[config.mk]
export PLATFORM = sky130hd
export DESIGN_NAME = axil_mem_arbiter
export DESIGN_NICKNAME = d
export VERILOG_FILES = /design/src/rtl/axil_arb_pkg.sv /design/src/rtl/rr_pick2.sv /design/src/rtl/axil_mem_arbiter.sv
export SDC_FILE = /design/constraint.sdc
export NUM_CORES = 1
export LEC_CHECK = 0
export BUFFER_PORTS_ARGS = -buffer_cell sky130_fd_sc_hd__buf_4
export CAP_MARGIN = 10
export CORE_AREA = 2 2 142 144
export CTS_CLUSTER_DIAMETER = 150
export DETAILED_ROUTE_END_ITERATION = 6
export DIE_AREA = 0 0 144 146
export MAX_ROUTING_LAYER = met4
export SLEW_MARGIN = 20
export SYNTH_ARGS = -nofsm -noshare
export SYNTH_HDL_FRONTEND = slang
export SYNTH_SLANG_ARGS = --single-unit
[constraint.sdc]
create_clock -name AXI_ACLK -period 2.6 [get_ports AXI_ACLK]
set_input_delay 0.52 -clock AXI_ACLK [delete_from_list [all_inputs] [get_ports AXI_ACLK]]
set_output_delay 0.52 -clock AXI_ACLK [all_outputs]
set_load 0.02 [all_outputs]
[src/rtl/axil_arb_pkg.sv]
// axil_arb_pkg: shared state/owner types and response constants for the AXI4-Lite memory arbiter
package axil_arb_pkg;

    typedef enum logic [2:0] {IDLE, RD, WR, ERR_R, ERR_W} arb_state_t;
    typedef enum logic {OWN_M0, OWN_M1} owner_t;

    localparam logic [1:0]  RESP_OKAY   = 2'b00;
    localparam logic [1:0]  RESP_SLVERR = 2'b10;
    localparam logic [31:0] ERR_RDATA   = 32'hDEADBEEF;

endpackage

[src/rtl/rr_pick2.sv]
// rr_pick2: two-way round-robin picker; on a tie the master not served last wins
module rr_pick2
    import axil_arb_pkg::*;
(
    input  logic   req0,
    input  logic   req1,
    input  owner_t last,
    output owner_t grant
);

    assign grant = (req1 && (!req0 || last == OWN_M0)) ? OWN_M1 : OWN_M0;

endmodule

[src/rtl/axil_mem_arbiter.sv]
// axil_mem_arbiter: shares one AXI4-Lite memory slave between fetch (M0, read-only) and LSU (M1)
module axil_mem_arbiter
    import axil_arb_pkg::*;
#(
    parameter int AXI_AWIDTH  = 32,
    parameter int AXI_DWIDTH  = 32,
    parameter int TIMEOUT_CYC = 16
)(
    input  logic                    AXI_ACLK,
    input  logic                    AXI_ARESETN,
    input  logic [AXI_AWIDTH-1:0]   M0_AXI_ARADDR,
    input  logic                    M0_AXI_ARVALID,
    output logic                    M0_AXI_ARREADY,
    output logic [AXI_DWIDTH-1:0]   M0_AXI_RDATA,
    output logic [1:0]              M0_AXI_RRESP,
    output logic                    M0_AXI_RVALID,
    input  logic                    M0_AXI_RREADY,
    input  logic [AXI_AWIDTH-1:0]   M1_AXI_AWADDR,
    input  logic                    M1_AXI_AWVALID,
    output logic                    M1_AXI_AWREADY,
    input  logic [AXI_DWIDTH-1:0]   M1_AXI_WDATA,
    input  logic [AXI_DWIDTH/8-1:0] M1_AXI_WSTRB,
    input  logic                    M1_AXI_WVALID,
    output logic                    M1_AXI_WREADY,
    output logic [1:0]              M1_AXI_BRESP,
    output logic                    M1_AXI_BVALID,
    input  logic                    M1_AXI_BREADY,
    input  logic [AXI_AWIDTH-1:0]   M1_AXI_ARADDR,
    input  logic                    M1_AXI_ARVALID,
    output logic                    M1_AXI_ARREADY,
    output logic [AXI_DWIDTH-1:0]   M1_AXI_RDATA,
    output logic [1:0]              M1_AXI_RRESP,
    output logic                    M1_AXI_RVALID,
    input  logic                    M1_AXI_RREADY,
    output logic [AXI_AWIDTH-1:0]   S_AXI_AWADDR,
    output logic                    S_AXI_AWVALID,
    input  logic                    S_AXI_AWREADY,
    output logic [AXI_DWIDTH-1:0]   S_AXI_WDATA,
    output logic [AXI_DWIDTH/8-1:0] S_AXI_WSTRB,
    output logic                    S_AXI_WVALID,
    input  logic                    S_AXI_WREADY,
    input  logic [1:0]              S_AXI_BRESP,
    input  logic                    S_AXI_BVALID,
    output logic                    S_AXI_BREADY,
    output logic [AXI_AWIDTH-1:0]   S_AXI_ARADDR,
    output logic                    S_AXI_ARVALID,
    input  logic                    S_AXI_ARREADY,
    input  logic [AXI_DWIDTH-1:0]   S_AXI_RDATA,
    input  logic [1:0]              S_AXI_RRESP,
    input  logic                    S_AXI_RVALID,
    output logic                    S_AXI_RREADY
);

    localparam int TW = $clog2(TIMEOUT_CYC + 1);

    arb_state_t    state, state_nx;
    owner_t        owner, last, pick;
    logic [TW-1:0] timer;
    logic          rq0, rq1r, rq1w, any_rq, rd_done, wr_done, tmo, first, err_ack;
    logic          g_rd0, g_rd1, g_wr, e_r0, e_r1, e_w;

    assign rq0    = M0_AXI_ARVALID;
    assign rq1r   = M1_AXI_ARVALID;
    assign rq1w   = M1_AXI_AWVALID & M1_AXI_WVALID;
    assign any_rq = rq0 | rq1r | rq1w;

    rr_pick2 u_pick (
        .req0  (rq0),
        .req1  (rq1r | rq1w),
        .last  (last),
        .grant (pick)
    );

    assign rd_done = S_AXI_RVALID & S_AXI_RREADY;
    assign wr_done = S_AXI_BVALID & S_AXI_BREADY;
    assign tmo     = timer == TW'(TIMEOUT_CYC - 1);
    // timer restarts on every state change, so it also marks the first cycle of an error state
    assign first   = timer == '0;
    assign err_ack = owner == OWN_M0 ? M0_AXI_RREADY : M1_AXI_RREADY;

    always_ff @(posedge AXI_ACLK or negedge AXI_ARESETN) begin
        if (!AXI_ARESETN) begin
            state <= IDLE;
            owner <= OWN_M0;
            last  <= OWN_M1;
            timer <= '0;
        end else begin
            state <= state_nx;
            if (state == IDLE && any_rq) begin
                owner <= pick;
                last  <= pick;
            end
            timer <= (state_nx != state) ? '0 : timer + TW'(timer != TW'(TIMEOUT_CYC));
        end
    end

    always_comb begin
        state_nx = state;
        case (state)
            IDLE:    if (any_rq) state_nx = (pick == OWN_M1 && rq1w) ? WR : RD;
            RD:      state_nx = rd_done ? IDLE : tmo ? ERR_R : RD;
            WR:      state_nx = wr_done ? IDLE : tmo ? ERR_W : WR;
            ERR_R:   if (err_ack) state_nx = IDLE;
            ERR_W:   if (M1_AXI_BREADY) state_nx = IDLE;
            default: state_nx = IDLE;
        endcase
    end

    assign g_rd0 = state == RD && owner == OWN_M0;
    assign g_rd1 = state == RD && owner == OWN_M1;
    assign g_wr  = state == WR;
    assign e_r0  = state == ERR_R && owner == OWN_M0;
    assign e_r1  = state == ERR_R && owner == OWN_M1;
    assign e_w   = state == ERR_W;

    assign S_AXI_ARADDR  = g_rd0 ? M0_AXI_ARADDR : g_rd1 ? M1_AXI_ARADDR : '0;
    assign S_AXI_ARVALID = g_rd0 ? M0_AXI_ARVALID : g_rd1 & M1_AXI_ARVALID;
    assign S_AXI_RREADY  = g_rd0 ? M0_AXI_RREADY : g_rd1 & M1_AXI_RREADY;
    assign S_AXI_AWADDR  = g_wr ? M1_AXI_AWADDR : '0;
    assign S_AXI_AWVALID = g_wr & M1_AXI_AWVALID;
    assign S_AXI_WDATA   = g_wr ? M1_AXI_WDATA : '0;
    assign S_AXI_WSTRB   = g_wr ? M1_AXI_WSTRB : '0;
    assign S_AXI_WVALID  = g_wr & M1_AXI_WVALID;
    assign S_AXI_BREADY  = g_wr & M1_AXI_BREADY;

    assign M0_AXI_ARREADY = g_rd0 ? S_AXI_ARREADY : e_r0 & first;
    assign M0_AXI_RVALID  = g_rd0 ? S_AXI_RVALID : e_r0;
    assign M0_AXI_RDATA   = g_rd0 ? S_AXI_RDATA : e_r0 ? AXI_DWIDTH'(ERR_RDATA) : '0;
    assign M0_AXI_RRESP   = g_rd0 ? S_AXI_RRESP : e_r0 ? RESP_SLVERR : RESP_OKAY;

    assign M1_AXI_ARREADY = g_rd1 ? S_AXI_ARREADY : e_r1 & first;
    assign M1_AXI_RVALID  = g_rd1 ? S_AXI_RVALID : e_r1;
    assign M1_AXI_RDATA   = g_rd1 ? S_AXI_RDATA : e_r1 ? AXI_DWIDTH'(ERR_RDATA) : '0;
    assign M1_AXI_RRESP   = g_rd1 ? S_AXI_RRESP : e_r1 ? RESP_SLVERR : RESP_OKAY;

    assign M1_AXI_AWREADY = g_wr ? S_AXI_AWREADY : e_w & first;
    assign M1_AXI_WREADY  = g_wr ? S_AXI_WREADY : e_w & first;
    assign M1_AXI_BVALID  = g_wr ? S_AXI_BVALID : e_w;
    assign M1_AXI_BRESP   = g_wr ? S_AXI_BRESP : e_w ? RESP_SLVERR : RESP_OKAY;

endmodule

---- Word-level counts from Yosys, hierarchy flattened ----
Index checks and enable logic that the tools add are counted.
word-level totals
  memory bits (writable) .................. 0
  ROM bits ................................ 0
  input port bits ......................... 182
  output and inout bits ................... 182
  bits in registers ....................... 10
  bits in latches ......................... 0
  logic and storage cells ................. 75
  memories kept ........................... 0
cells by class
  equal/unequal tests ..................... 7
  mux-type cells .......................... 36
  bitwise gates (word level) .............. 16
  shifts and indexed selects .............. 0
  reductions and logical operators ........ 11
  add/sub/neg operators ................... 1
  $mul .................................... 0
  divide/modulo/power cells ............... 0
  $lt $le $gt $ge ......................... 0
operators by type and width
  kind                number
  $mux 32             8
  $mux 2              9
  $mux 3              5
  $pmux 3 s5          1
  $and 1x1->1         11
  $mux 1              11
  $logic_and 1x1->1   7
  $eq 3x2->1 const B  2
  $add 5x1->5         1
  $eq 5x4->1 const B  1
  $logic_not 5->1     1
  $mux 5              1
  $ne 5x5->1 const B  1
  $mux 4              1
  $eq 3x1->1 const B  1
  $eq 3x3->1 const B  1
  $logic_not 3->1     1
  $ne 3x3->1          1
  $or 1x1->1          3
  $not 1->1           2
  $logic_not 1->1     1
  $logic_or 1x1->1    1

---- Depth between registers and ports, before layout ----
Gate-level depths: netlist of run 1.
  word-level depth ........................ 10
  depth in mapped cells ................... 7
  gate-level depth less buffers ........... 7

---- Cells and area by module ----
From an unflattened synthesis of run 1, not the netlist that was laid out.
second synthesis, totals
  cell total of the unflattened synthesis .. 349
  area total of the unflattened synthesis .. 2262.2 um^2
modules (own cells, without submodules)
  module            instances  area each (um^2)  cells each
  axil_mem_arbiter  1          2250.9            348
  rr_pick2          1          11.3              1

---- Worst setup path after synthesis of run 1 ----
OpenSTA, ideal clock, no wires.
  path type ............................... flip-flop to output port
  from .................................... reg state[1]
  to ...................................... out M1_AXI_RDATA[16]
  arrival ................................. 1.681 ns
  setup slack ............................. 0.399 ns
  buffers on the path ..................... 3
  stages on the path, launching flop included .. 8
  path through ............................ dfrtp_1 buf_6 or3b_1 buf_6 nor2_2 clkbuf_1 nand2_1 nand2_1
between the ends
  longest elaborated chain between the ends .. 4
RTL lines
  item                    RTL line                 source
  from (decl)             axil_mem_arbiter.sv:56   arb_state_t state, state_nx;
  from (signal assigned)  axil_mem_arbiter.sv:88   state <= state_nx;
  $eq 3x2->1              axil_mem_arbiter.sv:113  assign e_r1 = state == ERR_R && owner == OWN_M1;
  $logic_and 1x1->1       axil_mem_arbiter.sv:113
  $mux 32                 axil_mem_arbiter.sv:133  assign M1_AXI_RDATA = g_rd1 ? S_AXI_RDATA : e_r1 ? AXI_DWIDTH'(ERR_RDATA) : '0;
  $mux 32 *               axil_mem_arbiter.sv:133
  to (decl)               axil_mem_arbiter.sv:31   output logic [AXI_DWIDTH-1:0] M1_AXI_RDATA,
Mark *: on every way between the ends. The rest lies on a longest branch, timed or not.

---- Worst setup path after layout of run 1 ----
  from .................................... reg state[2]
  to ...................................... out M0_AXI_ARREADY
between the ends
  longest elaborated chain between the ends .. 4
RTL lines
  item               RTL line                 source
  $eq 3x2->1         axil_mem_arbiter.sv:112  assign e_r0 = state == ERR_R && owner == OWN_M0;
  $logic_and 1x1->1  axil_mem_arbiter.sv:112
  $and 1x1->1        axil_mem_arbiter.sv:126  assign M0_AXI_ARREADY = g_rd0 ? S_AXI_ARREADY : e_r0 & first;
  $mux 1 *           axil_mem_arbiter.sv:126
  to (decl)          axil_mem_arbiter.sv:13   output logic M0_AXI_ARREADY,
Marked as above.

==> flow_summary.ini, run 1 <==
[synth]
synth_edf_count = 0
yosys_warnings = 0
ys_ff_latch = 10
ys_top_cells_by_count = and2_1 (91), nand2_1 (62), nor2_1 (41)
yosysTopAreaCell = and2_1
synth_seq_area_share_pct = 11.0
synth.avg_cell_area_um2 = 6.53
synth_most_common_cell = and2_1
synthFlopType = dfrtp_1
syn_inst = 351
ys_top_cells_by_area = and2_1 (25%), mux2i_1 (15%), nand2_1 (10%), dfrtp_1 (9.8%), a21o_1 (8.5%)
syn_nets = 537
yosysTopAreaCellShare_pct = 24.8
netlist_area_mm2 = 0.00229
async_flop_share_pct = 100
yosysUniqueCellTypes = 39

[worst_hold_path]
hold_class = input port to asynchronous set/reset pin

[pwr]
swShare_pct = 52.9
power_frac_comb_pct = 89.3
p_clk_share_pct = 5.8
p_leak_uw = 0.00326
ir_worst_vdd_mv = 0.377
p_int_uw = 2470
pwr-share-seq_pct = 4.9
total_power_uw = 5240
p_sw_uw = 2780
power_density_mw_per_mm2 = 965

[routing]
routedWlPerCell_um = 15.0
finalWirelength_um = 14500
firstDrtPassIters = 4
via_per_inst = 3.87
vias = 3732
drt_iter0_drc = 77
drc = 0
drtAntennaViolNets = 0

[place]
gp_congestion = 0.812
dp_hpwl_um = 12700
pre_cts_ws_ns = 0.169
io_buffers = 363

[cts]
hold_buffers = 0
htreeDepth = 1
clock_path_buffers = 2
cts_tree = yes
cts-root-buf = clkbuf_16
clkSinkCount = 10
clk_latency_ns = 0.24
clkTransAtPathRegs_ns = 0.04
cts_setup_buffers = 0
numCtsBuffers = 3

[final_layout]
nNetsFinal = 887
register_area_um2 = 253
n_fill_cell = 2172
n_antenna_cell = 0
syn_to_final_growth_pct = 137
multi_input_area_mm2 = 0.00191
drive_gt1_share_pct = 55.7

[sta]
rsz0062_at_grt = false
setup_violations = 0
finalHoldViolCount = 0
worst_slew_pin_slew_ns = 0.553
skew_ns = 0.00258
final_max_slew_viol_count = 0
setup_ws_ns = 0.200
slew_headroom_pct = 63.1
fin_setup_tns_ns = 0
fin_crit_sh_pct = 92.3
period_minus_slack_ns = 2.40
fmaxAchievable_mhz = 417
timing.hold.ws_ns = 0.0967

[floorplan]
core_mm2 = 0.0193
die_width_um = 144
die_y_um = 146
die-area_mm2 = 0.0210
initial_core_util_pct = 11.8
ios = 364
rows = 51

[critical_path]
critPathMostFrequentCell = buf_4
cp.required_ns = 2.08
cp.arrival_ns = 1.88
critPathSlowestCell = or3b_1
start_kind = flip-flop
cp_cell_sequence = or3b_1 -> nor2_2 -> buf_4 -> a22o_1 -> buf_4
crit_fanout = 36
path_class = flip-flop to output port
slowest_delay_ns = 0.47
end_kind = output port

[grt]
antenna_found_initial = 0
grt_pass1_vias = 3634
grt_overflow_total = 0
grt.total_usage_pct = 12.9
grt_pass1_wl_um = 20300
grt_max_degree = 71

[outcome]
outcome = finished clean

[job]
drv_cap = 0
## metal layers
metal | share of wire (%) | vias up | routed length [um] | track usage, %
li1 | - | 1851 | - | -
met5 | 0 | - | 0 | -
met3 | 11 | 14 | 1550 | 2.99
met2 | 50 | 229 | 7280 | 23.9
met1 | 37 | 1638 | 5350 | 13.4
met4 | 2.1 | 0 | 298 | 4.07
## power by group through the flow
stage / clock network (uW) / registers, uW / logic [uW]
after global routing: 322 / 267 / 5030
after detailed placement: 0 / 257 / 4710
after floorplan: 0 / 251 / 2690
after CTS: 312 / 257 / 4730
final: 305 / 256 / 4680
after global placement: 0 / 257 / 4710
## repair_timing
item,4_1_cts,5_1_grt
hold endpoints to repair,0,0
endpoints found under the setup margin,4,2
gates resized for setup,2,1
## final cells by class
class,instances,area share (%)
sequential,10,4.65
timing repair buffer,375,52.3
tap,265,6.10
multi-input combinational,307,35.1
clock buffer,4,1.63
inverter,4,0.276
## worst paths after layout
kind / startpoint / endpoint / slack, ns / cells after the start
max: state[2] / M0_AXI_ARREADY / 0.20 / 5
min: AXI_ARESETN / timer[4] / 0.1 / 1
max reg2reg: state[2] / timer[2] / 0.58 / 5
min reg2reg: last / last / 0.53 / 2
max in group asynchronous: AXI_ARESETN / last / 2.29 / 1
min in group AXI_ACLK: M0_AXI_ARVALID / last / 0.46 / 2
## cell usage in the layout (no fill, tap or decap), drive strengths merged, types with 4 or more instances in the layout
master and n:
buf 375, and2 91, nand2 62, nor2 43, mux2i 34, a21o 26
dfrtp 9, a21oi 8, nand3 5, inv 4, ha 4, clkbuf 4
## critical path: cells and delay by family (launching register included)
kind	cells	cell delay, ns
and+or+nand+nor	2	0.58
buffers and inverters	2	0.48
DFF	1	0.37
AOI/OAI and AO/OA	1	0.20
## logic make-up after synthesis
kind of cell             Yosys count  synth area share [%]
AO/OA/AOI/OAI                     45                  13.9
XOR/XNOR                           3                  1.15
adder cells (fa/ha/maj)            4                  2.18
buffers and inverters             34                  6.61
flip-flops                        10                  11.0
multiplexers                      35                  15.3
AND/OR/NAND/NOR                  220                  49.8
## stage by stage
stage	instances	area (um^2)	util, %
final	965	5430	28.1
after global routing	965	5430	28.1
after CTS	965	5430	28.1
after detailed placement	961	5330	27.6
after global placement	961	5330	27.6
after floorplan	351	2290	-
## state kept, by name, indices dropped and copies added, names as in the netlist
name / cells
owner: 1
last: 1
timer: 5
state: 3
Note: power is estimated with default switching activity, not from simulation.
==> run 2: changes to the inputs <==
--- a/config.mk
+++ b/config.mk
@@ -5,12 +5,13 @@
 export SDC_FILE = /design/constraint.sdc
 export NUM_CORES = 1
 export LEC_CHECK = 0
+export ABC_AREA = 1
 export BUFFER_PORTS_ARGS = -buffer_cell sky130_fd_sc_hd__buf_4
 export CAP_MARGIN = 10
-export CORE_AREA = 2 2 142 144
+export CORE_AREA = 2 2 141 143
 export CTS_CLUSTER_DIAMETER = 150
 export DETAILED_ROUTE_END_ITERATION = 6
-export DIE_AREA = 0 0 144 146
+export DIE_AREA = 0 0 143 145
 export MAX_ROUTING_LAYER = met4
 export SLEW_MARGIN = 20
 export SYNTH_ARGS = -nofsm -noshare
==> flow_summary.ini, run 2 <==
[cts]
clkTransAtPathRegs_ns = 0.04
cts_setup_buffers = 0
cts_tree = yes
cts_resized = 0
numCtsBuffers = 3
clock_path_buffers = 2
clk_latency_ns = 0.24
htreeDepth = 1
cts-root-buf = clkbuf_16
hold_buffers = 0
clkSinkCount = 10

[floorplan]
die_width_um = 143
rows = 51
ios = 364
initial_core_util_pct = 12.1
die-area_mm2 = 0.0207
core_mm2 = 0.0192
die_y_um = 145

[critical_path]
r2r_setup_slack_ns = 0.82
start_kind = flip-flop
crit_fanout = 30
slowest_delay_ns = 0.46
critPathMostFrequentCell = inv_2
end_kind = output port
path_class = flip-flop to output port
cp.required_ns = 2.08
critPathSlowestCell = dfrtp_1
cp.arrival_ns = 1.92
cp_cell_sequence = nor3_4 -> inv_2 -> nor2_4 -> buf_12 -> inv_2 -> o32ai_1 -> buf_4

[synth]
ys_top_cells_by_count = inv_1 (148), nor2_1 (98), a21oi_1 (55)
synth.avg_cell_area_um2 = 5.22
yosysTopAreaCell = inv_1
async_flop_share_pct = 100
netlist_area_mm2 = 0.00232
synth_edf_count = 0
yosysUniqueCellTypes = 27
yosys_warnings = 0
syn_inst = 445
synth_most_common_cell = inv_1
yosysTopAreaCellShare_pct = 23.9
synthFlopType = dfrtp_1
synth_seq_area_share_pct = 10.8
ys_top_cells_by_area = inv_1 (24%), nor2_1 (16%), a22o_1 (12%), a21oi_1 (12%), dfrtp_1 (9.7%)
syn_nets = 631
ys_ff_latch = 10

[final_layout]
nNetsFinal = 982
max_flop_register = timer
instances_no_fill = 1060
largestRegisters = timer (5), state (3)
largest_reg_flops = 5
syn_to_final_growth_pct = 134
layout_common_cells = buf_4 (368), inv_1 (148), nor2_1 (98), a21oi_1 (55), a22o_1 (33)
drive_gt1_share_pct = 49.7
n_antenna_cell = 0
fin_util_pct = 28.3
final_common_cell = buf_4

[sta]
timing.hold.ws_ns = 0.0988
fin_crit_sh_pct = 93.9
setup_violations = 0
skew_ns = 0.00455
worst_slew_pin_slew_ns = 0.407
final_max_slew_viol_count = 0
slew_headroom_pct = 72.7
fin_setup_tns_ns = 0
period_minus_slack_ns = 2.44
finalHoldViolCount = 0
fmaxAchievable_mhz = 410
rsz0062_at_grt = false

[pwr]
power_density_mw_per_mm2 = 939
swShare_pct = 55.4
ir_worst_vdd_mv = 0.327
p_leak_uw = 0.00359
p_sw_uw = 2830
power_frac_comb_pct = 89.4
p_clk_share_pct = 5.5
pwr-share-seq_pct = 5.1
p_int_uw = 2280
total_power_uw = 5110

[grt]
grt_pass1_vias = 3609
antenna_found_initial = 0
grt_max_degree = 60
grt_overflow_total = 0
grt.total_usage_pct = 12.6
grt_pass1_wl_um = 20100

[place]
dp_hpwl_um = 11600
io_buffers = 363
gp_congestion = 0.863
placed_cells = 1055

[routing]
firstDrtPassIters = 4
vias = 3865
via_per_inst = 3.65
finalWirelength_um = 14000
drtAntennaViolNets = 0
drc = 0
drt_iter0_drc = 132
routedWlPerCell_um = 13.2

[job]
drv_cap = 0

[outcome]
outcome = finished clean

[worst_hold_path]
hold_class = input port to asynchronous set/reset pin
-- run 2: changes by cell type after synthesis, sizes merged, moves of 26 or more --
cell and delta:
inv +150, and2 -91, nor2 +62, a21oi +47, nand2 -35, mux2i -34, a22o +32, a21o -26
-- run 2: path summary, 6_finish.rpt --
kind,from,endpoint,depth (start not counted)
setup / recovery,state[2],M0_AXI_ARREADY,7
setup reg to reg,state[1],timer[0],8
max in group asynchronous,AXI_ARESETN,last,1
min in group AXI_ACLK,last,last,2
hold reg to reg,last,last,2
hold / removal,AXI_ARESETN,timer[2],1
-- run 2: metal layers --
| metal | wire, um | share of wire [%] | GRT usage (%) | vias up |
|---|---|---|---|---|
| met5 | 0 | 0 | - | - |
| met4 | 322 | 2.3 | 3.76 | 0 |
| met3 | 842 | 6.0 | 1.91 | 25 |
| met2 | 7030 | 50 | 21.6 | 138 |
| met1 | 5830 | 42 | 15.1 | 1681 |
| li1 | - | - | - | 2021 |
-- run 2: metrics by stage --
stage                     setup slack (ns)  cell area, um^2
after global routing               0.00162             5440
after global placement               0.399             5330
after detailed placement             0.367             5330
final                                0.158             5440
after CTS                           0.0995             5410
after floorplan                      0.610             2320
-- run 2: worst max-delay path, delay by kind of cell (launching register included) --
kind	cells	cell delay [ns]
AO/OA/AOI/OAI	1	0.14
AND/OR/NAND/NOR	2	0.43
buffers and inverters	4	0.63
flip-flops	1	0.46
-- run 2: final cells by class --
type | count | area, um^2
timing repair buffer | 372 | 2850
clock buffer | 4 | 78.8
multi-input combinational | 255 | 1350
tap | 265 | 332
sequential | 10 | 253
fill | 2119 | 13800
inverter | 154 | 578
-- run 2: cell families after synthesis --
family,share of synthesized area (%)
compound gates,27.3
xor+xnor,1.13
fa+ha+maj,2.16
buf+inv,31.0
flops,10.8
simple gates,27.5
-- run 2: power by group through the flow --
stage               combinational [uW]  clock, uW  sequential (uW)
floorplan                         2590          0              239
global placement                  4520          0              260
detailed placement                4520          0              261
CTS                               4540        288              259
global route                      4890        301              267
finish                            4560        281              262
